[src/rtl/carry_look_ahead_pkg.sv]
// Shared constants for the 8-bit carry look-ahead adder.
// Width and group size are fixed; the group count is derived from them.
package carry_look_ahead_pkg;
  localparam int WIDTH   = 8;
  localparam int GROUP   = 4;
  localparam int NGROUPS = WIDTH / GROUP;
endpackage

[src/rtl/cla_group4.sv]
// One 4-bit look-ahead group: flat sum-of-products carries,
// group propagate/generate for the second-level carry unit.
module cla_group4
  import carry_look_ahead_pkg::*;
(
  input  logic [GROUP-1:0] p,
  input  logic [GROUP-1:0] g,
  input  logic             ci,
  output logic [GROUP-1:0] s,
  output logic             PG,
  output logic             GG
);

  logic [GROUP-1:0] c;

  // Each carry is expanded from ci and the p/g bits only.
  assign c[0] = ci;
  assign c[1] = g[0] | (p[0] & ci);
  assign c[2] = g[1] | (p[1] & g[0])
              | (p[1] & p[0] & ci);
  assign c[3] = g[2] | (p[2] & g[1])
              | (p[2] & p[1] & g[0])
              | (p[2] & p[1] & p[0] & ci);

  assign s  = p ^ c;
  assign PG = &p;
  assign GG = g[3] | (p[3] & g[2])
            | (p[3] & p[2] & g[1])
            | (p[3] & p[2] & p[1] & g[0]);

endmodule

[src/rtl/carry_look_ahead_adder.sv]
// 8-bit two-level carry look-ahead adder with registered
// sum/cout and asynchronous active-low reset.
module carry_look_ahead_adder
  import carry_look_ahead_pkg::*;
(
  input  logic             clk,
  input  logic             rst_n,
  input  logic [WIDTH-1:0] a,
  input  logic [WIDTH-1:0] b,
  input  logic             cin,
  output logic [WIDTH-1:0] sum,
  output logic             cout
);

  logic [WIDTH-1:0]   p;
  logic [WIDTH-1:0]   g;
  logic [NGROUPS-1:0] pg;
  logic [NGROUPS-1:0] gg;
  logic               c4;
  logic               c8;
  logic [WIDTH-1:0]   sum_d;
  logic [WIDTH-1:0]   sum_q;
  logic               cout_d;
  logic               cout_q;

  assign p = a ^ b;
  assign g = a & b;

  cla_group4 u_grp0 (
    .p  (p[GROUP-1:0]),
    .g  (g[GROUP-1:0]),
    .ci (cin),
    .s  (sum_d[GROUP-1:0]),
    .PG (pg[0]),
    .GG (gg[0])
  );

  cla_group4 u_grp1 (
    .p  (p[WIDTH-1:GROUP]),
    .g  (g[WIDTH-1:GROUP]),
    .ci (c4),
    .s  (sum_d[WIDTH-1:GROUP]),
    .PG (pg[1]),
    .GG (gg[1])
  );

  // Second-level carries come straight from cin, never from c4.
  assign c4 = gg[0] | (pg[0] & cin);
  assign c8 = gg[1] | (pg[1] & gg[0])
            | (pg[1] & pg[0] & cin);

  assign cout_d = c8;

  always_ff @(posedge clk or negedge rst_n) begin
    if (!rst_n) begin
      sum_q  <= '0;
      cout_q <= 1'b0;
    end else begin
      sum_q  <= sum_d;
      cout_q <= cout_d;
    end
  end

  assign sum  = sum_q;
  assign cout = cout_q;

endmodule

[config.mk]
export PLATFORM = sky130hd
export DESIGN_NAME = carry_look_ahead_adder
export DESIGN_NICKNAME = d
export VERILOG_FILES = /design/src/rtl/carry_look_ahead_pkg.sv /design/src/rtl/cla_group4.sv /design/src/rtl/carry_look_ahead_adder.sv
export SDC_FILE = /design/constraint.sdc
export NUM_CORES = 1
export LEC_CHECK = 0
export CORE_UTILIZATION = 40
export CTS_CLUSTER_SIZE = 16
export DETAILED_ROUTE_END_ITERATION = 8
export GPL_TIMING_DRIVEN = 0
export PLACE_DENSITY = 0.85
export RECOVER_POWER = 50
export SKIP_CTS_REPAIR_TIMING = 1
export SYNTH_ARGS = -nofsm -noshare
export SYNTH_HDL_FRONTEND = slang
export SYNTH_SLANG_ARGS = --single-unit
[constraint.sdc]
create_clock -name clk -period 1 [get_ports clk]
set_input_delay 0.2 -clock clk [delete_from_list [all_inputs] [get_ports clk]]
set_output_delay 0.2 -clock clk [all_outputs]
set_load 0.05 [all_outputs]
==> reports/metrics.yaml <==
status:
  status: "complete, but fails checks"
  violations: "negative setup slack"
grt:
  grt_pass1_vias: 465
  grt_start_max_net_pins: 10
  grt_pass1_wl_um: 1973
  grt_util_all_layers: 0.2000
  overflow: 0
  antenna_found_initial: 0
timing:
  fmax_mhz: 706.0
  finalMaxSlewViolations: 0
  rsz0062_at_grt: "yes"
  holdWs_ns: 0.3001
  worstMarginPinSlew_ns: 0.3941
  setup_viol: 6
  tns_ns: -1.610
  setup_ws_ns: -0.4165
  min_period_ns: 1.416
  finalHoldViolCount: 0
  post-route-period-util: 1.416
  relSlewSlack: 0.7364
placement:
  place_area_um2: 902.1
  gp_congestion: 0.7222
  port_buffers: 27
  dpl.cell_count: 86
  dp_hpwl_um: 1006
setup_path:
  crit_chain: "buf_8, ha_4, a21oi_4, o211ai_4, or2_4, fa_2, xor2_1"
  start_kind: "primary input"
  slowest_delay_ns: 0.33
  cpMaxStageDelayCell: "fa_2"
  endpoint: "sum[5]"
  crit_type: "primary input to register"
  path_max_fanout: 4
  setup.worst_path.start: "b[0]"
  worst-path-buf-inv: 1
  cp_top_family: "adder cells"
  end_kind: "register"
  required_ns: 1.14
  crit_cells: 7
  arrival_ns: 1.56
clock_tree:
  clock_path_buffers: 2
  h-tree-depth: 1
  clk_pin_slew_ns: 0.06
  cts_sinks: 9
  cts_tree: "yes"
  cts_inserted_buffers: 3
  root_buffer: "clkbuf_4"
power:
  p_sw_uw: 617.2
  pwr-share-clk: 0.173
  power_frac_seq: 0.300
  power.internal_uw: 952.1
  power_density_nw_per_um2: 1513
  power.static_leakage_nw: 0.4774
  ir_drop_mv: 0.9808
  p_sw_frac: 0.3933
  pwr-share-comb: 0.527
layout:
  drive_gt1_frac: 0.5570
  diodes: 0
  fin_nets: 109
  utilization: 0.8745
  design_area_um2: 1037
  fin_cells: 93
  area_delta_synth_final_pct: 89.70
logic_synthesis:
  synth_common_cells: "dfrtp_1, ha_1, inv_1"
  syn_area_per_cell_um2: 12.15
  netlist_instances: 45
  async_reset_ff_frac: 1.000
  ys_dominant_reg_cell: "dfrtp_1"
  ys_types: 20
  yosysTopAreaCell: "dfrtp_1"
  ys_top_cells_by_area: "dfrtp_1, ha_1, fa_1"
  syn-num-nets: 74
  synth_seq_cells: 9
  synthMostInstantiatedCell: "dfrtp_1"
  netlist_area_um2: 546.8
  synth_edf_count: 0
  ys_seq_area_frac: 0.4119
  ys_warn_count: 0
  yosysTopAreaCellShare: 0.4119
min_path:
  hp-class: "primary input to asynchronous set/reset pin"
floorplanning:
  fp.dieH_um: 38.97
  die_area_um2: 1519
  start_util: 0.4610
  ios: 28
  die_x_um: 38.97
  row_count: 12
  design.core.area_um2: 1186
routing:
  firstDrtPassIters: 4
  vias_per_cell: 5.086
  wl_um: 1471
  vias: 473
  drcViolationCount: 0
  avgRoutedWirePerCell_um: 15.82
  ant_nets: 0
  drtIter0Drc: 2
job:
  maxCapViolations: 0
how the worst min path moves through the flow:
stage          startpoint  endpoint  slack, ns  depth (start not counted)
6_report            rst_n    sum[6]       0.30                          1
2_1_floorplan       rst_n      cout       -0.1                          0
3_3_place_gp        rst_n    sum[4]       0.51                          1
4_1_cts             rst_n    sum[3]       0.24                          1
3_5_place_dp        rst_n    sum[7]       0.50                          1
5_1_grt              a[2]    sum[2]       0.30                          3
metrics by stage:
| stage | power [mW] | setup slack, ns |
|---|---|---|
| after floorplan | 0.8979 | -0.5315 |
| after global placement | 1.153 | -1.116 |
| after detailed placement | 1.174 | -1.150 |
| after CTS | 1.438 | -0.8850 |
| after global routing | 1.650 | -0.4304 |
| final | 1.569 | -0.4165 |
cell type report:
cell class              instances  area (µm²)
repair buffers                 30       292.8
well taps                      14       17.52
clock buffers                   4       26.28
multi-input cells              31       456.7
fillers                        55       148.9
inverters                       5       18.77
flip-flops and latches          9       225.2
registers in the layout, indices dropped and copies added, names as in the netlist:
register  count
sum           8
cout          1
power by group through the flow:
stage	Clock, mW	Sequential [mW]	Combinational [mW]
after CTS	0.267	0.454	0.717
final	0.272	0.470	0.827
after global placement	0	0.457	0.696
after global routing	0.301	0.476	0.874
after floorplan	0	0.718	0.179
after detailed placement	0	0.461	0.713
routing by layer:
metal	part of all wire	wire length [µm]	track usage	vias to the layer above
met3	0.040	59	0.03468	0
met4	0	0	0.07759	0
met1	0.42	616	0.2138	226
li1	-	-	-	227
met5	0	0	0	-
met2	0.54	795	0.3792	20
cells by family (layout without fill, tap and decap cells):
logic type | count (synthesis) | in the layout | share of synthesized area
adder cells (fa/ha/maj) | 10 | 10 | 0.2563
AO/OA/AOI/OAI | 10 | 10 | 0.1625
flip-flops | 9 | 9 | 0.4119
AND/OR/NAND/NOR | 6 | 6 | 0.05490
XOR/XNOR | 5 | 5 | 0.08011
buffers and inverters | 5 | 39 | 0.03433
cell usage in the layout (no fill, tap or decap), drive strengths merged:
master | synthesis | layout
or2 | 2 | 2
nand3 | 2 | 2
a21o | 2 | 2
inv | 5 | 5
xor2 | 3 | 3
buf | 0 | 18
o31a | 1 | 1
o211ai | 1 | 1
nor2 | 1 | 1
clkdlybuf4s50 | 0 | 2
o32ai | 1 | 1
o21bai | 1 | 1
clkbuf | 0 | 10
dlymetal6s2s | 0 | 3
o41a | 1 | 1
xnor2 | 2 | 2
fa | 2 | 2
dfrtp | 9 | 9
o21a | 1 | 1
a21oi | 1 | 1
nand2 | 1 | 1
a211oi | 1 | 1
dlygate4sd3 | 0 | 1
ha | 8 | 8
(Power assumes the default switching activity.)
